**config.mk**
```make
export PLATFORM = sky130hd
export DESIGN_NAME = pll_dyn_ctrl_flat
export DESIGN_NICKNAME = d
export VERILOG_FILES = /design/src/rtl/pll_dyn_ctrl_pkg.sv /design/src/rtl/pll_dyn_ctrl_if.sv /design/src/rtl/pll_dyn_ctrl.sv /design/src/flat_wrapper.sv
export SDC_FILE = /design/constraint.sdc
export NUM_CORES = 1
export LEC_CHECK = 0
export CAP_MARGIN = 20
export CORE_MARGIN = 3
export CORE_UTILIZATION = 32
export CTS_CLUSTER_DIAMETER = 30
export CTS_CLUSTER_SIZE = 8
export DETAILED_ROUTE_END_ITERATION = 6
export PLACE_DENSITY = 0.53
export SYNTH_ARGS = -nofsm -noshare
export SYNTH_HDL_FRONTEND = slang
export SYNTH_SLANG_ARGS = --single-unit
```
**constraint.sdc**
```tcl
create_clock -name clk -period 2.7 [get_ports clk]
set_input_delay 0.54 -clock clk [delete_from_list [all_inputs] [get_ports clk]]
set_output_delay 0.54 -clock clk [all_outputs]
set_load 0.005 [all_outputs]
```
**src/rtl/pll_dyn_ctrl_pkg.sv**
```systemverilog
// Package for the rPLL dynamic divider controller.
// Holds the FSM state encoding, the preset table of {IDIV, FBDIV} pairs and
// the helper that turns a preset index into Gowin IDSEL/FBDSEL codes.
// Output frequency is 27 MHz * (FBDIV+1)/(IDIV+1). ODIV=4 is fixed, so the
// VCO runs at 4*fout, and every preset keeps the VCO inside 400..600 MHz.
package pll_dyn_pkg;

    typedef logic [1:0] state_t;

    localparam state_t ST_IDLE   = 2'd0;
    localparam state_t ST_HOLD   = 2'd1;
    localparam state_t ST_APPLY  = 2'd2;
    localparam state_t ST_SETTLE = 2'd3;

    typedef struct packed {
        logic [5:0] idiv;
        logic [5:0] fbdiv;
    } preset_t;

    typedef struct packed {
        logic [5:0] idsel;
        logic [5:0] fbdsel;
    } codes_t;

    localparam int TABLE_SIZE = 4;

    // 0: 126 MHz, 1: 108 MHz, 2: 144 MHz, 3: 135 MHz
    localparam preset_t PRESETS [TABLE_SIZE] = '{
        '{idiv: 6'd2, fbdiv: 6'd13},
        '{idiv: 6'd0, fbdiv: 6'd3},
        '{idiv: 6'd2, fbdiv: 6'd15},
        '{idiv: 6'd0, fbdiv: 6'd4}
    };

    // Gowin dynamic select codes are the one's complement of the divider.
    // Indices outside the table fall back to preset 0; the controller never
    // applies one, the guard only keeps the lookup total.
    function automatic codes_t preset_codes(input logic [2:0] sel);
        preset_t p;
        codes_t  c;
        p        = (sel < 3'(TABLE_SIZE)) ? PRESETS[sel[1:0]] : PRESETS[0];
        c.idsel  = 6'd63 - p.idiv;
        c.fbdsel = 6'd63 - p.fbdiv;
        return c;
    endfunction

endpackage

```
**src/rtl/pll_dyn_ctrl_if.sv**
```systemverilog
// Request handshake between software/bus logic and the PLL controller.
//   req_valid  request strobe (master -> slave)
//   req_sel    requested preset index (master -> slave)
//   req_ready  controller idle and able to accept (slave -> master)
interface pll_dyn_ctrl_if;
    logic       req_valid;
    logic [2:0] req_sel;
    logic       req_ready;

    modport master (output req_valid, output req_sel, input req_ready);
    modport slave  (input req_valid, input req_sel, output req_ready);
endinterface

```
**src/rtl/pll_dyn_ctrl.sv**
```systemverilog
// Runtime frequency switch for a Gowin rPLL with dynamic IDIV/FBDIV.
// Runs in the 27 MHz reference domain. A change goes through
// HOLD (clk_hold warning to downstream) -> APPLY (codes load) -> SETTLE
// (fixed relock wait, since lock is not exported) -> IDLE with a done pulse.
// Ports:
//   clk, rst_n     27 MHz reference clock, synchronous active-low reset
//   bus            request handshake (slave side)
//   idsel, fbdsel  registered rPLL divider select codes
//   cur_sel        preset currently applied
//   clk_hold       PLL output untrustworthy
//   busy           change in progress
//   done, err      one-cycle completion / rejection pulses
module pll_dyn_ctrl
    import pll_dyn_pkg::*;
#(
    parameter int NUM_PRESETS   = 4,
    parameter int HOLD_CYCLES   = 8,
    parameter int SETTLE_CYCLES = 27000,
    parameter int CNT_W         = 16
) (
    input  logic                 clk,
    input  logic                 rst_n,
    pll_dyn_ctrl_if.slave        bus,
    output logic [5:0]           idsel,
    output logic [5:0]           fbdsel,
    output logic [2:0]           cur_sel,
    output logic                 clk_hold,
    output logic                 busy,
    output logic                 done,
    output logic                 err
);

    localparam codes_t RST_CODES = preset_codes(3'd0);

    state_t     state_q,  state_d;
    logic [CNT_W-1:0] cnt_q, cnt_d;
    logic [2:0] pend_q,   pend_d;
    logic [2:0] cur_q,    cur_d;
    logic [5:0] idsel_q,  idsel_d;
    logic [5:0] fbdsel_q, fbdsel_d;
    logic       done_q,   done_d;
    logic       err_q,    err_d;

    logic   accept;
    codes_t pend_codes;

    assign accept     = bus.req_valid && (state_q == ST_IDLE);
    assign pend_codes = preset_codes(pend_q);

    always_comb begin
        state_d  = state_q;
        cnt_d    = cnt_q;
        pend_d   = pend_q;
        cur_d    = cur_q;
        idsel_d  = idsel_q;
        fbdsel_d = fbdsel_q;
        done_d   = 1'b0;
        err_d    = 1'b0;
        case (state_q)
            ST_IDLE: begin
                if (accept) begin
                    if (int'(bus.req_sel) >= NUM_PRESETS) begin
                        err_d = 1'b1;
                    end else if (bus.req_sel == cur_q) begin
                        // Already running there: acknowledge without a relock.
                        done_d = 1'b1;
                    end else begin
                        pend_d  = bus.req_sel;
                        state_d = ST_HOLD;
                        cnt_d   = '0;
                    end
                end
            end
            ST_HOLD: begin
                if (cnt_q == CNT_W'(HOLD_CYCLES - 1)) begin
                    state_d = ST_APPLY;
                    cnt_d   = '0;
                end else begin
                    cnt_d = cnt_q + CNT_W'(1);
                end
            end
            ST_APPLY: begin
                // Both codes load on the same edge so the PLL never sees a
                // mixed IDIV/FBDIV pair.
                idsel_d  = pend_codes.idsel;
                fbdsel_d = pend_codes.fbdsel;
                cur_d    = pend_q;
                state_d  = ST_SETTLE;
                cnt_d    = '0;
            end
            default: begin
                if (cnt_q == CNT_W'(SETTLE_CYCLES - 1)) begin
                    state_d = ST_IDLE;
                    cnt_d   = '0;
                    done_d  = 1'b1;
                end else begin
                    cnt_d = cnt_q + CNT_W'(1);
                end
            end
        endcase
    end

    // Reset restarts a full settle on preset 0, since the PLL itself may
    // have been mid-relock when reset hit.
    always_ff @(posedge clk) begin
        if (!rst_n) begin
            state_q  <= ST_SETTLE;
            cnt_q    <= '0;
            pend_q   <= 3'd0;
            cur_q    <= 3'd0;
            idsel_q  <= RST_CODES.idsel;
            fbdsel_q <= RST_CODES.fbdsel;
            done_q   <= 1'b0;
            err_q    <= 1'b0;
        end else begin
            state_q  <= state_d;
            cnt_q    <= cnt_d;
            pend_q   <= pend_d;
            cur_q    <= cur_d;
            idsel_q  <= idsel_d;
            fbdsel_q <= fbdsel_d;
            done_q   <= done_d;
            err_q    <= err_d;
        end
    end

    assign bus.req_ready = (state_q == ST_IDLE);
    assign busy          = (state_q != ST_IDLE);
    // Every non-idle state is a hold state, so clk_hold drops on the same
    // edge that raises done.
    assign clk_hold      = (state_q != ST_IDLE);
    assign idsel         = idsel_q;
    assign fbdsel        = fbdsel_q;
    assign cur_sel       = cur_q;
    assign done          = done_q;
    assign err           = err_q;

endmodule

```
**src/flat_wrapper.sv**
```systemverilog
// flat-port wrapper written by rule: the top's interface ports become plain ports
module pll_dyn_ctrl_flat import pll_dyn_pkg::*;
#(
    parameter int NUM_PRESETS   = 4,
    parameter int HOLD_CYCLES   = 8,
    parameter int SETTLE_CYCLES = 27000,
    parameter int CNT_W         = 16
)
  (clk, rst_n, idsel, fbdsel, cur_sel, clk_hold, busy, done, err, bus_req_valid, bus_req_sel, bus_req_ready);
  pll_dyn_ctrl_if bus_i ();
  input  logic clk;
  input  logic rst_n;
  output logic [5:0] idsel;
  output logic [5:0] fbdsel;
  output logic [2:0] cur_sel;
  output logic clk_hold;
  output logic busy;
  output logic done;
  output logic err;
  input wire logic [$bits(bus_i.req_valid)-1:0] bus_req_valid;
  input wire logic [$bits(bus_i.req_sel)-1:0] bus_req_sel;
  output wire logic [$bits(bus_i.req_ready)-1:0] bus_req_ready;
  assign bus_i.req_valid = bus_req_valid;
  assign bus_i.req_sel = bus_req_sel;
  assign bus_req_ready = bus_i.req_ready;
  pll_dyn_ctrl #(.NUM_PRESETS(NUM_PRESETS), .HOLD_CYCLES(HOLD_CYCLES), .SETTLE_CYCLES(SETTLE_CYCLES), .CNT_W(CNT_W)) u_core (.clk(clk), .rst_n(rst_n), .bus(bus_i), .idsel(idsel), .fbdsel(fbdsel), .cur_sel(cur_sel), .clk_hold(clk_hold), .busy(busy), .done(done), .err(err));
endmodule
```
# ---- Word level (Yosys, flattened, before mapping)
# Cells that the tools add are included.
dict set report word_totals {
  wordCells 57
  input_bits 6
  regBits 38
  output_inout_bits 20
}
dict set report classes {
  n_addsub 3
  magnitude_cmp 3
  reduce_logical 9
  muxes 22
  n_bitwise 3
  eq_ne 9
}
# op count
set op_table {}
lappend op_table {{two-way mux 16 bit} 5}
lappend op_table {{case mux 16 bit (3 select lines)} 1}
lappend op_table {{two-way mux 12 bit} 3}
lappend op_table {{binary-select mux 12 bit (select 2 bit)} 1}
lappend op_table {{adder 16 x 1 -> 16 bit, second input constant} 1}
lappend op_table {{equality test 16 x 15 -> 1 bit, second input constant} 1}
lappend op_table {{equality test 16 x 3 -> 1 bit, second input constant} 1}
lappend op_table {{subtractor 6 bit, first input constant} 2}
lappend op_table {{two-way mux 2 bit} 5}
lappend op_table {{>= comparator 3 bit, second input constant} 2}
lappend op_table {{case mux 2 bit (3 select lines)} 1}
lappend op_table {{AND reduction 3 bit} 2}
lappend op_table {{two-way mux 1 bit} 5}
lappend op_table {{AND reduction 5 bit} 1}
lappend op_table {{!= test 2 x 1 -> 1 bit, second input constant} 2}
lappend op_table {{!= test 2 bit, second input constant} 2}
lappend op_table {{AND reduction 4 bit} 1}
lappend op_table {{nonzero test 4 bit} 1}
lappend op_table {{equality test 3 bit} 1}
lappend op_table {{< comparator 3 bit, second input constant} 1}
lappend op_table {{NOT 2 -> 3 bit} 1}
lappend op_table {{equality test 2 x 1 -> 1 bit, second input constant} 1}
lappend op_table {{equality test 2 bit, second input constant} 1}
lappend op_table {{zero test 2 bit} 1}
lappend op_table {{other kinds (5)} 6}

# ---- Depth between registers and ports, before layout
dict set report depth {
  depth_word 6
  depth_mapped 8
  ltp_nobuf 7
}

# ---- Worst setup path before layout
# No wires, ideal clock.
dict set report synth_timing {
  path_type {flip-flop to flip-flop}
  startpoint {reg u_core.cnt_q[0]}
  endpoint {reg u_core.state_q[0]}
  path_slack_ns 0.440
  setup_ns 0.123
  arrival_time_ns 2.137
  n_path_buf 0
  stages_incl_launch_ff 7
  synth_period_minus_slack_ns 2.260
  path_cell_list {dfxtp_1 > ha_1 > or4bb_1 > or4_1 > nand2_1 > o311a_2 > mux2_1}
}
dict set report synth_between {
  elab_chain_len 3
  word_cells_on_any_way 5
  classes_between {eq/ne: 3; reduce/logical: 2}
}
# item line
set synth_lines {}
lappend synth_lines {{from (decl)} pll_dyn_ctrl.sv:36} ;# logic [CNT_W-1:0] cnt_q, cnt_d;
lappend synth_lines {{from (signal assigned)} pll_dyn_ctrl.sv:117} ;# cnt_q <= cnt_d;
lappend synth_lines {{equality test 16 x 3 -> 1 bit or equality test 16 x 15 -> 1 bit (tied branches)} {pll_dyn_ctrl.sv:75, pll_dyn_ctrl.sv:92}}
lappend synth_lines {{!= test 2 x 1 -> 1 bit (no source line) or nonzero test 4 bit (tied branches)} n/a}
lappend synth_lines {{AND reduction 5 bit (no source line) (*)} n/a}
lappend synth_lines {{to (signal assigned)} pll_dyn_ctrl.sv:116} ;# state_q <= state_d;
lappend synth_lines {{to (decl)} pll_dyn_ctrl.sv:35} ;# state_t state_q, state_d;
# Mark *: on every way between the ends. The rest lies on a longest branch, timed or not.
# A chain may end at the register's enable or synchronous reset.

# ---- Worst setup path in the final report
dict set report layout_timing {
  startpoint {in bus_req_sel[1]}
  endpoint {reg u_core.cnt_q[9]}
}
dict set report layout_between {
  elab_chain_len 3
  word_cells_on_any_way 5
  classes_between {order compare: 1; eq/ne: 3; reduce/logical: 1}
}
# item line
set layout_lines {}
lappend layout_lines {{from (decl)} flat_wrapper.sv:21} ;# input wire logic [$bits(bus_i.req_sel)-1:0] bus_req_sel;
lappend layout_lines {{>= comparator 3 bit or equality test 3 bit (tied branches)} {pll_dyn_ctrl.sv:62, pll_dyn_ctrl.sv:64}}
lappend layout_lines {{!= test 2 bit (no source line)} n/a}
lappend layout_lines {{AND reduction 3 bit (no source line) (*)} n/a}
# Marks and branches as above.

==> impl_metrics.sql <==
INSERT INTO impl_metrics (metric_group, metric, value, unit) VALUES
('min_path', 'min-delay-path-class', 'reg -> reg', ''),
('die', 'die_x', '76.1', 'microns'),
('flow_run', 'maxCapViolCount', '0', ''),
('pwr', 'total_power_of_the_final_layout', '0.994', 'mW'),
('critical_path', 'crit_path_end_kind', 'flip-flop', ''),
('synth', 'yosysSeqAreaShare', '38.2', '%'),
('global_route', 'wire_length_of_the_first_global_routing_pass', '5.77', 'mm'),
('critical_path', 'crit_path_max_fanout', '7', ''),
('critical_path', 'crit_arrival', '2.55', 'ns'),
('min_path', 'min_from', 'u_core.pend_q[2]$_SDFFE_PN0P_', ''),
('drt', 'detailedRoute.firstIterationViolations', '61', ''),
('min_path', 'hold_depth', '2', ''),
('synth', 'synth_area', '1570', 'sq um'),
('timing', 'setup-violations-final', '0', ''),
('drt', 'first_pass_iters', '4', ''),
('drt', 'final_antenna_net_count', '0', ''),
('placement', 'numPortBuffers', '18', ''),
('timing', 'final.setup_skew', '0.00398', 'ns'),
('pwr', 'p_leak', '0.670', 'nW'),
('finish', 'area_delta_synth_final', '20.2', '%'),
('global_route', 'grt_start_max_net_pins', '18', ''),
('clock_network', 'tritoncts', 'built', ''),
('finish', 'finalCoreUtilization', '41.7', '%'),
('timing', 'final_max_slew_viol_count', '0', ''),
('critical_path', 'rr_startpoint', 'u_core.cnt_q[0]$_SDFFE_PN0P_', ''),
('pwr', 'irDropWorstVdd', '0.000374', 'V'),
('finish', 'post_route_cells_drive_above_1_share', '7.00', '%'),
('timing', 'final.hold.worst_slack', '0.459', 'ns'),
('synth', 'synth.top_cells.by_area', 'sky130_fd_sc_hd__dfxtp_1 38%, sky130_fd_sc_hd__xnor2_1 9.5%, sky130_fd_sc_hd__nor2_1 6.0%', ''),
('pwr', 'cell_pwr_density', '526', 'nW/um^2'),
('critical_path', 'r2r.worst_path.cells', '6', ''),
('finish', 'antennaDiodeCount', '0', ''),
('critical_path', 'critPathLaunchType', 'primary input', ''),
('clock_network', 'clkSinkCount', '30', ''),
('timing', 'finalCritPeriodShare', '87.9', '%'),
('clock_network', 'numCtsBuffers', '5', ''),
('die', 'start_util', '34.7', '%'),
('run_status', 'outcome', 'finished clean', ''),
('clock_network', 'htree_levels', '2', ''),
('critical_path', 'critPathRequiredTime', '2.87', 'ns'),
('timing', 'timing.final.hold_violations', '0', ''),
('placement', 'dp_hpwl', '2.40', 'mm'),
('timing', 'tns', '0', 'ns'),
('timing', 'slew_headroom', '54.5', '%'),
('min_path', 'hold-path-endpoint', 'u_core.pend_q[2]$_SDFFE_PN0P_', ''),
('global_route', 'antenna_found_initial', '0', ''),
('synth', 'yosys_register_bits', '30', ''),
('global_route', 'grt_pass1_vias', '1289', ''),
('critical_path', 'r2r-end', 'u_core.state_q[0]$_SDFFE_PN1P_', ''),
('synth', 'post-synth-top-area-fraction', '38.2', '%'),
('die', 'num_io_pins', '26', ''),
('global_route', 'grt.total_usage', '12.4', '%'),
('clock_network', 'cts.path.max_buffers', '2', ''),
('die', 'fp.dieH', '76.1', 'microns'),
('synth', 'syn_inst', '180', ''),
('drt', 'wire_per_inst', '12.6', 'microns'),
('drt', 'route.final.wire_length', '3.34', 'mm'),
('critical_path', 'reg2reg_setup_slack', '0.35', 'ns'),
('drt', 'detailroute.via_count', '1313', ''),
('drt', 'detail_route.drc_violations', '0', ''),
('finish', 'layout.nets', '212', ''),
('timing', 'clock.fmax', '421', 'MHz'),
('synth', 'top_cell_type_by_total_area_after_synthesis', 'sky130_fd_sc_hd__dfxtp_1', ''),
('clock_network', 'clk-insertion-delay-late', '0.28', 'ns'),
('drt', 'detail_route.vias_per_cell', '4.95', ''),
('clock_network', 'cts_repair_resize_count', '0', ''),
('critical_path', 'category_of_the_most_critical_setup_path', 'in -> reg', ''),
('synth', 'synthesis.yosys.warnings', '0', ''),
('die', 'floorplan.rows', '24', ''),
('clock_network', 'cts_setup_buffers', '0', ''),
('clock_network', 'cts_root_buf', 'sky130_fd_sc_hd__clkbuf_8', '');
==> final cells by class <==
type	count	area (sq um)
Fill cell	455	2650
Clock buffer	8	110
Multi-Input combinational cell	133	865
Inverter	8	30.0
Timing Repair Buffer	21	203
Sequential cell	30	601
Tap cell	65	81.3
==> synthesized netlist by cell type <==
| library cell | count |
|---|---|
| sky130_fd_sc_hd__dfxtp_1 | 30 |
| sky130_fd_sc_hd__nor2_1 | 25 |
| sky130_fd_sc_hd__xnor2_1 | 17 |
| sky130_fd_sc_hd__nand2_1 | 13 |
| sky130_fd_sc_hd__a21oi_1 | 9 |
| sky130_fd_sc_hd__buf_4 | 9 |
| sky130_fd_sc_hd__inv_1 | 8 |
| sky130_fd_sc_hd__nand3_1 | 8 |
| sky130_fd_sc_hd__ha_1 | 7 |
| sky130_fd_sc_hd__a211oi_1 | 5 |
| sky130_fd_sc_hd__mux2i_1 | 5 |
| sky130_fd_sc_hd__clkbuf_1 | 4 |
| sky130_fd_sc_hd__nor2b_1 | 4 |
| sky130_fd_sc_hd__or4_1 | 4 |
| sky130_fd_sc_hd__a2111oi_0 | 3 |
| sky130_fd_sc_hd__a31oi_1 | 2 |
| sky130_fd_sc_hd__and4_1 | 2 |
| sky130_fd_sc_hd__nand2b_1 | 2 |
| sky130_fd_sc_hd__nand4_1 | 2 |
| sky130_fd_sc_hd__nor3_1 | 2 |
| sky130_fd_sc_hd__o21ai_0 | 2 |
| sky130_fd_sc_hd__or3_1 | 2 |
| sky130_fd_sc_hd__a2111oi_2 | 1 |
| sky130_fd_sc_hd__a21boi_0 | 1 |
| sky130_fd_sc_hd__a311o_1 | 1 |
| sky130_fd_sc_hd__a31o_4 | 1 |
| sky130_fd_sc_hd__and2_1 | 1 |
| sky130_fd_sc_hd__buf_2 | 1 |
| sky130_fd_sc_hd__buf_6 | 1 |
| sky130_fd_sc_hd__conb_1 | 1 |
| sky130_fd_sc_hd__mux2_1 | 1 |
| sky130_fd_sc_hd__nand3b_1 | 1 |
| sky130_fd_sc_hd__nor4_1 | 1 |
| sky130_fd_sc_hd__o22ai_1 | 1 |
| sky130_fd_sc_hd__o311a_2 | 1 |
| sky130_fd_sc_hd__o31ai_1 | 1 |
| sky130_fd_sc_hd__or4bb_1 | 1 |
==> state kept, by name, summed over array words and instances (netlist names) <==
register        cells
u_core.fbdsel       4
u_core.pend_q       3
u_core.cnt_q       16
u_core.cur_sel      3
u_core.state_q      2
u_core.done         1
u_core.err          1
==> kinds of logic (layout without fill, tap and decap cells) <==
group / count (synthesis) / in the layout / share of synthesized area (%)
simple gates: 68 / 68 / 21.3
flops: 30 / 30 / 38.2
compound gates: 28 / 28 / 13.1
buf+inv: 23 / 37 / 8.20
xor+xnor: 17 / 17 / 9.47
fa+ha+maj: 7 / 7 / 5.57
mux: 6 / 6 / 3.90
other cells: 1 / 7 / 0.239
==> where the power goes <==
group          total (mW)  internal, mW  leakage [nW]  switching (mW)
registers           0.462         0.453         0.242         0.00961
clock network       0.433         0.257        0.0575           0.176
logic              0.0983        0.0423         0.370          0.0561
==> metal layers <==
| layer | routed length, microns | vias to the layer above | track usage [%] |
|---|---|---|---|
| li1 | - | 644 | - |
| met1 | 1580 | 628 | 14.0 |
| met2 | 1560 | 33 | 20.4 |
| met3 | 142 | 8 | 4.49 |
| met4 | 65 | 0 | 6.34 |
| met5 | 0 | - | 0 |
==> worst max-delay path, cell delays in order <==
cell and delay [ns]:
sky130_fd_sc_hd__clkdlybuf4s50_1 0.44, sky130_fd_sc_hd__xnor2_1 0.18, sky130_fd_sc_hd__a311o_1 0.46, sky130_fd_sc_hd__a2111oi_0 0.68, sky130_fd_sc_hd__xnor2_1 0.20, sky130_fd_sc_hd__nor2_1 0.05
==> layout by cell type, fill, tap and decap left out, types with 2 or more instances in the layout <==
master	count
sky130_fd_sc_hd__dfxtp_1	30
sky130_fd_sc_hd__nor2_1	25
sky130_fd_sc_hd__clkdlybuf4s50_1	18
sky130_fd_sc_hd__xnor2_1	17
sky130_fd_sc_hd__nand2_1	13
sky130_fd_sc_hd__a21oi_1	9
sky130_fd_sc_hd__inv_1	8
sky130_fd_sc_hd__nand3_1	8
sky130_fd_sc_hd__clkbuf_8	8
sky130_fd_sc_hd__ha_1	7
sky130_fd_sc_hd__conb_1	7
sky130_fd_sc_hd__a211oi_1	5
sky130_fd_sc_hd__mux2i_1	5
sky130_fd_sc_hd__or4_1	4
sky130_fd_sc_hd__nor2b_1	4
sky130_fd_sc_hd__a2111oi_0	3
sky130_fd_sc_hd__buf_4	3
sky130_fd_sc_hd__nand4_1	2
sky130_fd_sc_hd__nand2b_1	2
sky130_fd_sc_hd__or3_1	2
sky130_fd_sc_hd__and4_1	2
sky130_fd_sc_hd__a31oi_1	2
sky130_fd_sc_hd__o21ai_0	2
sky130_fd_sc_hd__nor3_1	2
==> per-stage QoR <==
step / cells / setup slack, ns
2_1_floorplan: 186 / 0.440
3_3_place_gp: 257 / 0.181
3_5_place_dp: 257 / 0.0975
4_1_cts: 265 / 0.357
5_1_grt: 265 / 0.244
6_report: 265 / 0.327
==> worst max path at each step <==
stage                                      start                              to  slack [ns]
floorplan           u_core.cnt_q[0]$_SDFFE_PN0P_  u_core.state_q[0]$_SDFFE_PN1P_        0.44
global placement                  bus_req_sel[1]   u_core.cnt_q[14]$_SDFFE_PN0P_        0.18
detailed placement                bus_req_sel[1]    u_core.cnt_q[9]$_SDFFE_PN0P_         0.1
CTS                 u_core.cnt_q[0]$_SDFFE_PN0P_  u_core.state_q[0]$_SDFFE_PN1P_        0.36
global route        u_core.cnt_q[0]$_SDFFE_PN0P_  u_core.state_q[0]$_SDFFE_PN1P_        0.24
finish                            bus_req_sel[1]    u_core.cnt_q[9]$_SDFFE_PN0P_        0.33
(Power assumes the default switching activity.)
